===== config.mk =====
export PLATFORM = sky130hd
export DESIGN_NAME = vx_onehot_stream_arb
export DESIGN_NICKNAME = d
export VERILOG_FILES = /design/src/rtl/vx_onehot_stream_arb.sv
export SDC_FILE = /design/constraint.sdc
export NUM_CORES = 1
export LEC_CHECK = 0
export CAP_MARGIN = 40
export CELL_PAD_IN_SITES_DETAIL_PLACEMENT = 0
export CELL_PAD_IN_SITES_GLOBAL_PLACEMENT = 1
export CORE_AREA = 3 3 99 101
export DETAILED_ROUTE_END_ITERATION = 7
export DIE_AREA = 0 0 102 104
export PLACE_DENSITY = 0.84
export REMOVE_ABC_BUFFERS = 1
export SLEW_MARGIN = 10
export SYNTH_ARGS = -nofsm -noshare
export SYNTH_HDL_FRONTEND = slang
export SYNTH_SLANG_ARGS = --single-unit

===== constraint.sdc =====
create_clock -name clk -period 3.15 [get_ports clk]
set_input_delay 0.63 -clock clk [delete_from_list [all_inputs] [get_ports clk]]
set_output_delay 0.63 -clock clk [all_outputs]
set_load 0.005 [all_outputs]

===== src/rtl/vx_onehot_stream_arb.sv =====
// rtl/vx_onehot_stream_arb.sv - round-robin one-hot valid/ready stream arbiter
// Optional output pipeline register enabled by defining VX_ONEHOT_ARB_OUTREG_EN.
module vx_onehot_stream_arb #(
  parameter int NUM_REQS     = 4,
  parameter int DATAW        = 32,
  parameter int LOG_NUM_REQS = (NUM_REQS > 1) ? $clog2(NUM_REQS) : 1
) (
  input  logic                      clk,
  input  logic                      reset,
  input  logic [NUM_REQS-1:0]       valid_in,
  input  logic [NUM_REQS*DATAW-1:0] data_in,
  output logic [NUM_REQS-1:0]       ready_in,
  output logic                      valid_out,
  output logic [DATAW-1:0]          data_out,
  output logic [NUM_REQS-1:0]       sel_out,
  output logic [LOG_NUM_REQS-1:0]   idx_out,
  input  logic                      ready_out
);

  typedef enum logic {IDLE, LOCKED} state_e;

  // First requester at or after ptr, searching circularly.
  function automatic logic [NUM_REQS-1:0] rr_pick(input logic [NUM_REQS-1:0] req,
                                                  input logic [LOG_NUM_REQS-1:0] ptr);
    logic [NUM_REQS-1:0] g;
    logic                found;
    int                  idx;
    g     = '0;
    found = 1'b0;
    for (int i = 0; i < NUM_REQS; i++) begin
      idx = (int'(ptr) + i) % NUM_REQS;
      if (!found && req[idx]) begin
        g[idx] = 1'b1;
        found  = 1'b1;
      end
    end
    return g;
  endfunction

  function automatic logic [LOG_NUM_REQS-1:0] encode(input logic [NUM_REQS-1:0] s);
    logic [LOG_NUM_REQS-1:0] r;
    r = '0;
    for (int i = 0; i < NUM_REQS; i++) begin
      if (s[i]) r = r | LOG_NUM_REQS'(i);
    end
    return r;
  endfunction

  function automatic logic [LOG_NUM_REQS-1:0] next_ptr(input logic [NUM_REQS-1:0] s);
    logic [LOG_NUM_REQS-1:0] r;
    r = '0;
    for (int i = 0; i < NUM_REQS; i++) begin
      if (s[i]) r = (i == NUM_REQS - 1) ? '0 : LOG_NUM_REQS'(i + 1);
    end
    return r;
  endfunction

  function automatic logic [DATAW-1:0] onehot_mux(input logic [NUM_REQS-1:0] s,
                                                  input logic [NUM_REQS*DATAW-1:0] d);
    logic [DATAW-1:0] r;
    r = '0;
    for (int i = 0; i < NUM_REQS; i++) begin
      r = r | (d[i*DATAW +: DATAW] & {DATAW{s[i]}});
    end
    return r;
  endfunction

  if (NUM_REQS == 1) begin : g_passthru

    assign valid_out = valid_in[0];
    assign ready_in  = ready_out;
    assign data_out  = data_in[DATAW-1:0];
    assign sel_out   = '1;
    assign idx_out   = '0;

  end else begin : g_arb

    logic [LOG_NUM_REQS-1:0] rr_ptr_q, rr_ptr_d;
    logic [NUM_REQS-1:0]     grant;

`ifdef VX_ONEHOT_ARB_OUTREG_EN
    logic                    valid_q, valid_d;
    logic [DATAW-1:0]        data_q, data_d;
    logic [NUM_REQS-1:0]     sel_q, sel_d;
    logic [LOG_NUM_REQS-1:0] idx_q, idx_d;
    logic                    take;

    always_comb begin
      rr_ptr_d = rr_ptr_q;
      valid_d  = valid_q;
      data_d   = data_q;
      sel_d    = sel_q;
      idx_d    = idx_q;
      grant    = rr_pick(valid_in, rr_ptr_q);
      take     = reset & (|valid_in) & (~valid_q | ready_out);
      ready_in = take ? grant : '0;
      if (take) begin
        valid_d  = 1'b1;
        data_d   = onehot_mux(grant, data_in);
        sel_d    = grant;
        idx_d    = encode(grant);
        rr_ptr_d = next_ptr(grant);
      end else if (ready_out) begin
        valid_d = 1'b0;
        sel_d   = '0;
        idx_d   = '0;
      end
    end

    always_ff @(posedge clk or negedge reset) begin
      if (!reset) begin
        rr_ptr_q <= '0;
        valid_q  <= 1'b0;
        data_q   <= '0;
        sel_q    <= '0;
        idx_q    <= '0;
      end else begin
        rr_ptr_q <= rr_ptr_d;
        valid_q  <= valid_d;
        data_q   <= data_d;
        sel_q    <= sel_d;
        idx_q    <= idx_d;
      end
    end

    assign valid_out = valid_q;
    assign data_out  = data_q;
    assign sel_out   = sel_q;
    assign idx_out   = idx_q;
`else
    state_e              state_q, state_d;
    logic [NUM_REQS-1:0] lock_sel_q, lock_sel_d;

    // While stalled the latched grant wins over any newly arriving request.
    always_comb begin
      state_d    = state_q;
      lock_sel_d = lock_sel_q;
      rr_ptr_d   = rr_ptr_q;
      grant      = (state_q == LOCKED) ? lock_sel_q : rr_pick(valid_in, rr_ptr_q);
      valid_out  = reset & (|valid_in);
      sel_out    = valid_out ? grant : '0;
      idx_out    = encode(sel_out);
      data_out   = onehot_mux(sel_out, data_in);
      ready_in   = sel_out & {NUM_REQS{ready_out}};
      if (valid_out && ready_out) begin
        rr_ptr_d = next_ptr(sel_out);
        state_d  = IDLE;
      end else if (valid_out) begin
        state_d    = LOCKED;
        lock_sel_d = sel_out;
      end
    end

    always_ff @(posedge clk or negedge reset) begin
      if (!reset) begin
        state_q    <= IDLE;
        lock_sel_q <= '0;
        rr_ptr_q   <= '0;
      end else begin
        state_q    <= state_d;
        lock_sel_q <= lock_sel_d;
        rr_ptr_q   <= rr_ptr_d;
      end
    end
`endif

  end

endmodule


==> metrics, run 1 <==
DP HPWL 6.57 mm; CP max-delay cell mux4_2; maximum clock insertion buffer count 2; first-pass detailed-route iteration total 4; most frequent cells in the layout 131 x clkdlybuf4s50_1, 47 x a22oi_2, 40 x nand2_1; failing checks setup timing; Leak 1.88 nW; worst hold start g_arb.lock_sel_q[2]; wire length per cell 18.2 um; Seq cells post-synth 7; CP Buf/Inv Count 7; Area Growth Syn to Fin 201%; Crit path top cell by count buf_6; initial core utilization 16.6%; Final Skew 0.00127 ns; Syn Inst Count 196; Stages on worst setup path 13; Area contributors post-synth a22oi_1 32%, dfrtp_1 12%, nand2_1 10%, ha_1 5.8%, buf_6 4.5%; H-tree depth 1; f_max 0.305 GHz; Overall Global Routing Usage 18.3%; Worst-Skew Late Latency 0.22 ns; 1st-iter DRT viols 118; Hold Buf Count CTS 0; WP data arrival 2.65 ns; maximum vdd ir drop 0.152 mV; post-synthesis cell area 1510 sq um; pin count of the biggest net entering global routing 14; CP top delay family buffers and inverters; sequential share of the synthesized area 11.6%; Slew Viols, Final 0; Routed WL 10.0 mm; HP Class register to register; RSZ-0062 raised after global routing true; CP Cell Sequence buf_6 > buf_6 > mux4_2 > buf_6 > nand2_2 > o21a_1 > a31oi_4 > buf_12 > buf_8 > buf_12 > a22oi_2 > nand2_1 > buf_2; Ant. Diodes 0; crit end category primary output; routability cong. 0.909; commonest non-fill, non-tap cell in the layout clkdlybuf4s50_1; initial antenna violation count 0; Via Count 2,606; worst-margin pin slew 0.286 ns; share of cells above drive strength 1 46.9%; period utilization 104%; status finished, violations left; CP startpoint valid_in[3]; die width 102 um; final setup margin -0.131 ns; # clock sinks 7; worst r2r src g_arb.rr_ptr_q[0]; first-pass GRT wire length 15.3 mm; DRT antenna net count 0; Syn. warnings 0; final layout net count 582; Power, Total 1.85 mW; worst hold stages 1; Max Cap Viol 0; Core ar. 9110 sq um; port bufs 177; Setup-failing EPs final 36; CP max stage delay 0.56 ns; crit path kind primary input to primary output; Core Rows 35; clock root buffer clkbuf_8; boundary pin count 178; TritonCTS clock tree yes; routed vias/inst 4.74; Final Critical Period 3.28 ns; dpl ws -0.802 ns; CTS Buf Count 3; die area 10,600 sq um; CP startpoint kind primary input; syn avg cell area 7.72 sq um; PD cells 405 nW/um^2; Reg clk slew, reported paths 0.04 ns; Yosys cell types 31; CP Max Fanout 6; share of the synthesized area in the top cell type 31.7%; Crit path required time 2.52 ns; Overflow after GRT 0; Die Ht 104 um; final count of hold timing violations 0; DRC 0; worst r2r path cells 12; max_slew headroom 80.8%; number of global-route vias before repair 2,910; area leader, netlist a22oi_1
[layout make-up]
class	instances	area, sq um
Fill cell	831	4540
Clock buffer	4	45.0
Inverter	7	28.8
Tap cell	111	139
Timing Repair Buffer	255	2610
Multi-Input combinational cell	166	1570
Sequential cell	7	176
[per-stage QoR]
stage          instance area, sq um  utilization [%]  hold slack (ns)  instances  TNS, ns
2_1_floorplan                  1380                -            0.334        180   -42.93
3_3_place_gp                   3590             39.5            0.487        494   -30.35
3_5_place_dp                   3590             39.5            0.494        494   -31.72
4_1_cts                        4510             49.5            0.510        547    -1.75
5_1_grt                        4560             50.1            0.525        550    -6.58
6_report                       4560             50.1            0.508        550    -2.22
[timing repair]
action / in CTS / in global routing
setup buffers: 39 / 10
pin swaps: 52 / 25
endpoints found under the setup margin: 42 / 42
resized for setup: 290 / 28
cloned: 11 / 0
[power breakdown]
group	switching (mW)	total, mW	internal (mW)
Clock	0.0357	0.123	0.0873
Combinational	0.661	1.59	0.925
Sequential	0.0250	0.140	0.114
Total	0.722	1.85	1.13
[worst paths after layout]
| path | to | slack, ns |
|---|---|---|
| worst max-delay path | data_out[11] | -0.13 |
| worst min-delay path | g_arb.lock_sel_q[2] | 0.51 |
| worst max register to register | g_arb.rr_ptr_q[0] | 0.48 |
| worst min register to register | g_arb.lock_sel_q[2] | 0.51 |
| max in group asynchronous | g_arb.rr_ptr_q[0] | 2.27 |
| min in group asynchronous | g_arb.rr_ptr_q[1] | 0.75 |
[Yosys cell counts]
cell type  number
a2111oi_4       2
a21boi_0        1
a21oi_1         3
a221o_1         2
a22o_1          4
a22oi_1        64
a31oi_1         3
a31oi_4         1
a41oi_1         3
and2_1          4
buf_2           4
buf_4           6
buf_6           6
dfrtp_1         7
ha_1            7
inv_1           7
mux4_2          2
nand2_1        42
nand3b_1        2
nand4_1         1
nor2_1          3
nor2b_1         3
o21a_1          4
o21ai_0         6
o21ai_1         1
o21ai_2         1
o31a_1          1
o31ai_2         1
o41ai_1         1
or2_2           2
or3b_1          2
[state kept, by name, indices dropped and copies added, names as in the netlist]
name,count
g_arb.lock_sel_q,4
g_arb.state_q,1
g_arb.rr_ptr_q,2
[per-layer routing]
metal,routed length (um),global-route usage [%],vias to the layer above
li1,-,-,1254
met1,3780,21.3,1226
met2,5460,33.4,106
met3,599,3.82,20
met4,188,4.31,0
met5,0,0,-
[logic make-up (layout without fill, tap and decap cells)]
| group | Yosys count | in the layout | synth area share [%] |
|---|---|---|---|
| AOI/OAI and AO/OA | 98 | 98 | 51.7 |
| muxes | 2 | 2 | 2.97 |
| and+or+nand+nor | 59 | 59 | 17.4 |
| buffers and inverters | 23 | 266 | 10.5 |
| DFF | 7 | 7 | 11.6 |
| adders and majority gates | 7 | 7 | 5.78 |
Power figures use the tool's default switching activity.
==> inputs of run 2 (changes only) <==
Settings changed: PLACE_DENSITY 0.84 to default, PLACE_DENSITY_LB_ADDON from default to 0.12.
==> metrics, run 2 (same netlist as run 1, synthesis figures left out) <==
Largest Register g_arb.lock_sel_q (unchanged); Routed WL 10.3 mm (was 10.0 mm); CP Max Fanout 10 (was 6); Overall Global Routing Usage 18.9% (was 18.3%); Stages on worst setup path 11 (was 13); final setup margin -0.0854 ns (was -0.131 ns); largest registers g_arb.lock_sel_q: 4 flops, g_arb.rr_ptr_q: 2 flops, g_arb.state_q: 1 flops (unchanged); Ant. Diodes 0 (unchanged); crit path kind primary input to primary output (unchanged); PD cells 403 nW/um^2 (was 405 nW/um^2); WP data arrival 2.61 ns (was 2.65 ns); Core Rows 35 (unchanged); f_max 0.309 GHz (was 0.305 GHz); DP HPWL 7.42 mm (was 6.57 mm); initial antenna violation count 0 (unchanged); pin count of the biggest net entering global routing 16 (was 14); maximum clock insertion buffer count 2 (unchanged); die width 102 um (unchanged); Fin Hold WS 0.496 ns (was 0.508 ns); TritonCTS clock tree yes (unchanged); Crit path required time 2.52 ns (about the same); boundary pin count 178 (unchanged); max_slew headroom 70.0% (was 80.8%); CP max stage delay 0.56 ns (about the same); worst r2r path cells 11 (was 12); CP startpoint kind primary input (unchanged); CP top delay family buffers and inverters (unchanged); commonest non-fill, non-tap cell in the layout clkdlybuf4s50_1 (unchanged); most frequent cells in the layout 131 x clkdlybuf4s50_1, 40 x nand2_1, 39 x a22oi_2 (was 131 x clkdlybuf4s50_1, 47 x a22oi_2, 40 x nand2_1); Fin Setup TNS -1.34 ns (was -2.22 ns); Die Ht 104 um (unchanged); initial core utilization 16.6% (unchanged); Final Skew 0.000968 ns (was 0.00127 ns); Crit path top cell by count buf_6 (unchanged); routed vias/inst 4.74 (about the same); Reg-to-Reg End g_arb.rr_ptr_q[1] (was g_arb.rr_ptr_q[0]); first-pass detailed-route iteration total 4 (unchanged); share of cells above drive strength 1 42.7% (was 46.9%); Reg clk slew, reported paths 0.04 ns (about the same); Overflow after GRT 0 (unchanged); Final Critical Period 3.24 ns (was 3.28 ns); Worst-Skew Late Latency 0.23 ns (was 0.22 ns); port bufs 177 (unchanged); # clock sinks 7 (unchanged); crit end category primary output (unchanged); Area Growth Syn to Fin 186% (was 201%); Hold Buf Count CTS 0 (unchanged); wire length per cell 19.0 um (was 18.2 um); period utilization 103% (was 104%); worst reg2reg setup slack 0.68 ns (was 0.48 ns); Setup-failing EPs final 33 (was 36); final count of hold timing violations 0 (unchanged); maximum vdd ir drop 0.139 mV (was 0.152 mV); CP Buf/Inv Count 5 (was 7); CP Cell Sequence buf_2 > buf_6 > mux4_2 > a21oi_2 > o21a_1 > a31oi_4 > buf_6 > buf_12 > a22oi_1 > nand2_1 > buf_6 (was buf_6 > buf_6 > mux4_2 > buf_6 > nand2_2 > o21a_1 > a31oi_4 > buf_12 > buf_8 > buf_12 > a22oi_2 > nand2_1 > buf_2); DRC 0 (unchanged); 1st-iter DRT viols 83 (was 118); routability cong. 0.807 (was 0.909); number of flip-flops in the largest register 4 (unchanged); Leak 1.80 nW (was 1.88 nW); CP max-delay cell mux4_2 (unchanged); WHS Endpoint g_arb.lock_sel_q[2] (unchanged); Max Cap Viol 0 (unchanged); worst-margin pin slew 0.446 ns (was 0.286 ns); failing checks setup timing (unchanged); worst hold start g_arb.lock_sel_q[2] (unchanged); H-tree depth 1 (unchanged); worst hold stages 1 (unchanged); Core ar. 9110 sq um (unchanged); first-pass GRT wire length 15.4 mm (was 15.3 mm); Slew Viols, Final 0 (unchanged); final layout net count 574 (was 582); status finished, violations left (unchanged); Via Count 2,567 (was 2,606); Post-DP Area 3600 sq um (was 3590 sq um); final instance area 4330 sq um (was 4560 sq um); DRT antenna net count 0 (unchanged); clock root buffer clkbuf_8 (unchanged); RSZ-0062 raised after global routing true (unchanged); number of global-route vias before repair 2,759 (was 2,910); CTS Buf Count 3 (unchanged); worst r2r src g_arb.rr_ptr_q[0] (unchanged); die area 10,600 sq um (unchanged); HP Class register to register (unchanged)
[run 2: cell types whose count changed in the layout (fill, tap and decap cells not counted), sizes merged]
cell and delta:
buf -10, dlygate4sd2 +2
[run 2: worst max-delay path by stage]
stage                      start           end  slack (ns)
6_report             valid_in[1]   data_out[3]       -0.09
5_1_grt        g_arb.rr_ptr_q[0]   data_out[3]       -0.20
4_1_cts        g_arb.rr_ptr_q[0]  data_out[28]       -0.12
3_5_place_dp         valid_in[3]  data_out[28]       -0.83
3_3_place_gp         valid_in[3]  data_out[28]       -0.85
2_1_floorplan  g_arb.rr_ptr_q[0]   data_out[0]       -1.05
[run 2: layout make-up]
cell class	count	area [sq um]
fill	908	4780
inverter	7	26.3
sequential	7	176
timing repair buffer	247	2440
tap	111	139
clock buffer	4	45.0
multi-input combinational	166	1510
[run 2: layer usage]
metal  GRT usage, %  up-vias  share of wire [%]
li1               -     1248                  -
met1           21.7     1198                 37
met2           33.8      103                 53
met3           4.96       18                7.0
met4           5.15        0                2.2
met5              0        -                  0
[run 2: repair_timing]
action / in CTS / in global routing
pin swaps: 44 / 7
setup buffers: 35 / 2
gates cloned: 7 / 0
endpoints found under the setup margin: 42 / 40
endpoints found under the hold margin: 0 / 0
gates resized for setup: 259 / 16
[run 2: power by group]
group          leakage (nW)  switching (mW)  total [mW]  internal (mW)
combinational          1.69           0.632        1.48          0.850
clock                0.0228          0.0384       0.126         0.0875
sequential           0.0856          0.0221       0.136          0.114
[run 2: worst reg2reg max path, cell delays in order (launching register included)]
cell and delay (ns):
dfrtp_2 0.46, buf_6 0.14, or3b_4 0.38, a2111oi_4 0.31
buf_4 0.19, o21ai_4 0.06, a31oi_4 0.24, buf_6 0.15
buf_6 0.12, buf_4 0.12, nor2_1 0.05, o31ai_2 0.17
[run 2: through the flow]
step	setup slack (ns)	util, %	std cells	power, mW
detailed placement	-0.828	39.5	495	1.31
global route	-0.201	47.6	542	1.87
floorplan	-1.05	-	180	0.568
global placement	-0.852	39.5	495	1.32
finish	-0.0854	47.6	542	1.74
CTS	-0.118	46.6	540	1.71
==> inputs of run 3 (changes only) <==
Settings changed: CELL_PAD_IN_SITES_DETAIL_PLACEMENT 0 to 1, CORE_AREA 3 3 99 101 to 3 3 105 107, CTS_CLUSTER_SIZE from default to 16, DIE_AREA 0 0 102 104 to 0 0 108 110.
Clock period 3.15 ns to 2.71 ns, I/O delays scaled along.
==> metrics, run 3 (same netlist as run 1, synthesis figures left out) <==
Fillers 1,167 (was 908); first-pass detailed-route iteration total 4 (unchanged); Die Ht 110 um (was 104 um); Largest Register g_arb.lock_sel_q (unchanged); RSZ-0062 raised after global routing true (unchanged); Crit path required time 2.17 ns (was 2.52 ns); Overflow after GRT 0 (unchanged); Hold Buf Count CTS 0 (unchanged); first-pass GRT wire length 17.6 mm (was 15.4 mm); DRC 0 (unchanged); CP Buf/Inv Count 9 (was 5); CP top delay family buffers and inverters (unchanged); Worst-Skew Late Latency 0.24 ns (was 0.23 ns); die area 11,900 sq um (was 10,600 sq um); routability cong. 0.729 (was 0.807); CP Max Fanout 7 (was 10); CP max-delay cell dfrtp_2 (was mux4_2); largest registers g_arb.lock_sel_q: 4 flops, g_arb.rr_ptr_q: 2 flops, g_arb.state_q: 1 flops (unchanged); crit end category primary output (unchanged); DRT antenna net count 0 (unchanged); number of flip-flops in the largest register 4 (unchanged); Ant. Diodes 0 (unchanged); CTS Buf Count 3 (unchanged); Core ar. 10,200 sq um (was 9110 sq um); CP startpoint kind register (was primary input); PD cells 495 nW/um^2 (was 403 nW/um^2); maximum clock insertion buffer count 2 (unchanged); maximum vdd ir drop 0.187 mV (was 0.139 mV); Crit path top cell by count buf_6 (unchanged); # clock sinks 7 (unchanged); Slew Viols, Final 0 (unchanged); Leak 2.07 nW (was 1.80 nW); status finished, violations left (unchanged); period utilization 127%; Post-DP Area 3610 sq um (was 3600 sq um); final setup margin -0.742 ns (was -0.0854 ns); Final Critical Period 3.45 ns; crit path kind register to primary output (was primary input to primary output); Area Growth Syn to Fin 221% (was 186%); H-tree depth 1 (unchanged); Reg clk slew, reported paths 0.05 ns (was 0.04 ns); Routed WL 13.3 mm (was 10.3 mm); dpl ws -1.10 ns (was -0.828 ns); initial core utilization 14.8% (was 16.6%); Core Rows 37 (was 35); Fin Hold WS 0.502 ns (was 0.496 ns); Via Count 2,797 (was 2,567); share of cells above drive strength 1 47.1% (was 42.7%); WP data arrival 2.91 ns (was 2.61 ns); failing checks setup timing (unchanged); worst-margin pin slew 0.441 ns (was 0.446 ns); max_slew headroom 70.3% (was 70.0%); wire length per cell 21.8 um (was 19.0 um); final layout net count 616 (was 574); initial antenna violation count 0 (unchanged); 1st-iter DRT viols 98 (was 83); f_max 0.290 GHz; Overall Global Routing Usage 19.9% (was 18.9%); HP Class register to register (unchanged); final instance area 4860 sq um (was 4330 sq um); Setup-failing EPs final 43 (was 33); number of global-route vias before repair 3,024 (was 2,759); final count of hold timing violations 0 (unchanged); boundary pin count 178 (unchanged); clock root buffer clkbuf_8 (unchanged); CP max stage delay 0.41 ns (was 0.56 ns); Final Skew 0.00916 ns (was 0.000968 ns); CP Cell Sequence buf_6 > inv_4 > ha_4 > mux4_2 > buf_6 > buf_6 > nand2_2 > o21a_1 > a31oi_4 > buf_6 > buf_12 > buf_8 > buf_6 > a22oi_2 > nand2_1 > buf_2 (was buf_2 > buf_6 > mux4_2 > a21oi_2 > o21a_1 > a31oi_4 > buf_6 > buf_12 > a22oi_1 > nand2_1 > buf_6); die width 108 um (was 102 um); pin count of the biggest net entering global routing 16 (unchanged); most frequent cells in the layout 131 x clkdlybuf4s50_1, 52 x buf_4, 40 x buf_6 (was 131 x clkdlybuf4s50_1, 40 x nand2_1, 39 x a22oi_2); port bufs 177 (unchanged); commonest non-fill, non-tap cell in the layout clkdlybuf4s50_1 (unchanged); TritonCTS clock tree yes (unchanged); Max Cap Viol 0 (unchanged); DP HPWL 8.04 mm (was 7.42 mm); routed vias/inst 4.59 (was 4.74)
==> run 3: cell count changes in the layout (fill, tap and decap cells not counted), sizes merged <==
cell	previous run	this run
clkbuf	5	13
dlygate4sd2	2	0
buf	112	148
==> run 3: cell type report <==
cell class / instances / area (sq um) / area share, %
repair buffers: 289 / 2960 / 60.9
multi-input cells: 166 / 1480 / 30.4
flip-flops and latches: 7 / 176 / 3.63
well taps: 136 / 170 / 3.50
clock buffers: 4 / 45.0 / 0.927
inverters: 7 / 31.3 / 0.644
==> run 3: power by group <==
| group | switching, mW | internal [mW] |
|---|---|---|
| Combinational | 0.873 | 1.22 |
| Clock | 0.0518 | 0.102 |
| Sequential | 0.0242 | 0.133 |
| Total | 0.949 | 1.46 |
==> run 3: worst reg2reg max path: stages, from the launching register on <==
cell	delay [ns]
dfrtp_2	0.44
buf_4	0.16
or3b_4	0.38
a2111oi_4	0.39
buf_4	0.21
o21ai_4	0.08
a31oi_4	0.20
buf_6	0.16
buf_16	0.12
buf_6	0.09
buf_6	0.11
buf_4	0.11
nor2_1	0.04
o31ai_2	0.16
==> run 3: metrics by stage <==
step                      utilization, %  power (mW)  setup TNS [ns]  instances
final                               47.5        2.41          -25.05        609
after global routing                47.5        2.56          -29.02        609
after CTS                           44.6        2.19          -24.35        582
after detailed placement            35.2        1.51          -44.15        518
after global placement              35.2        1.51          -43.51        518
after floorplan                        -       0.660          -59.59        180
==> run 3: per-layer routing <==
metal / global-route usage [%] / part of all wire (%)
met3: 3.73 / 5.3
met1: 22.4 / 37
met2: 38.7 / 55
met5: 0 / 0
met4: 4.51 / 2.5
==> run 3: timing repair <==
item / 4_1_cts / 5_1_grt
gates resized for setup: 236 / 59
pin swaps: 32 / 21
buffers inserted: 51 / 27
endpoints found under the setup margin: 44 / 44
gates cloned: 9 / 2
==> run 3: final timing paths <==
kind / endpoint / depth (start not counted) / slack, ns / startpoint
worst max-delay path: data_out[10] / 16 / -0.74 / g_arb.rr_ptr_q[0]
worst min-delay path: g_arb.lock_sel_q[2] / 1 / 0.50 / g_arb.lock_sel_q[2]
worst max register to register: g_arb.rr_ptr_q[1] / 13 / 0 / g_arb.rr_ptr_q[0]
worst min register to register: g_arb.lock_sel_q[2] / 1 / 0.50 / g_arb.lock_sel_q[2]
max in group asynchronous: g_arb.rr_ptr_q[0] / 2 / 1.90 / reset
min in group asynchronous: g_arb.rr_ptr_q[1] / 2 / 0.67 / reset
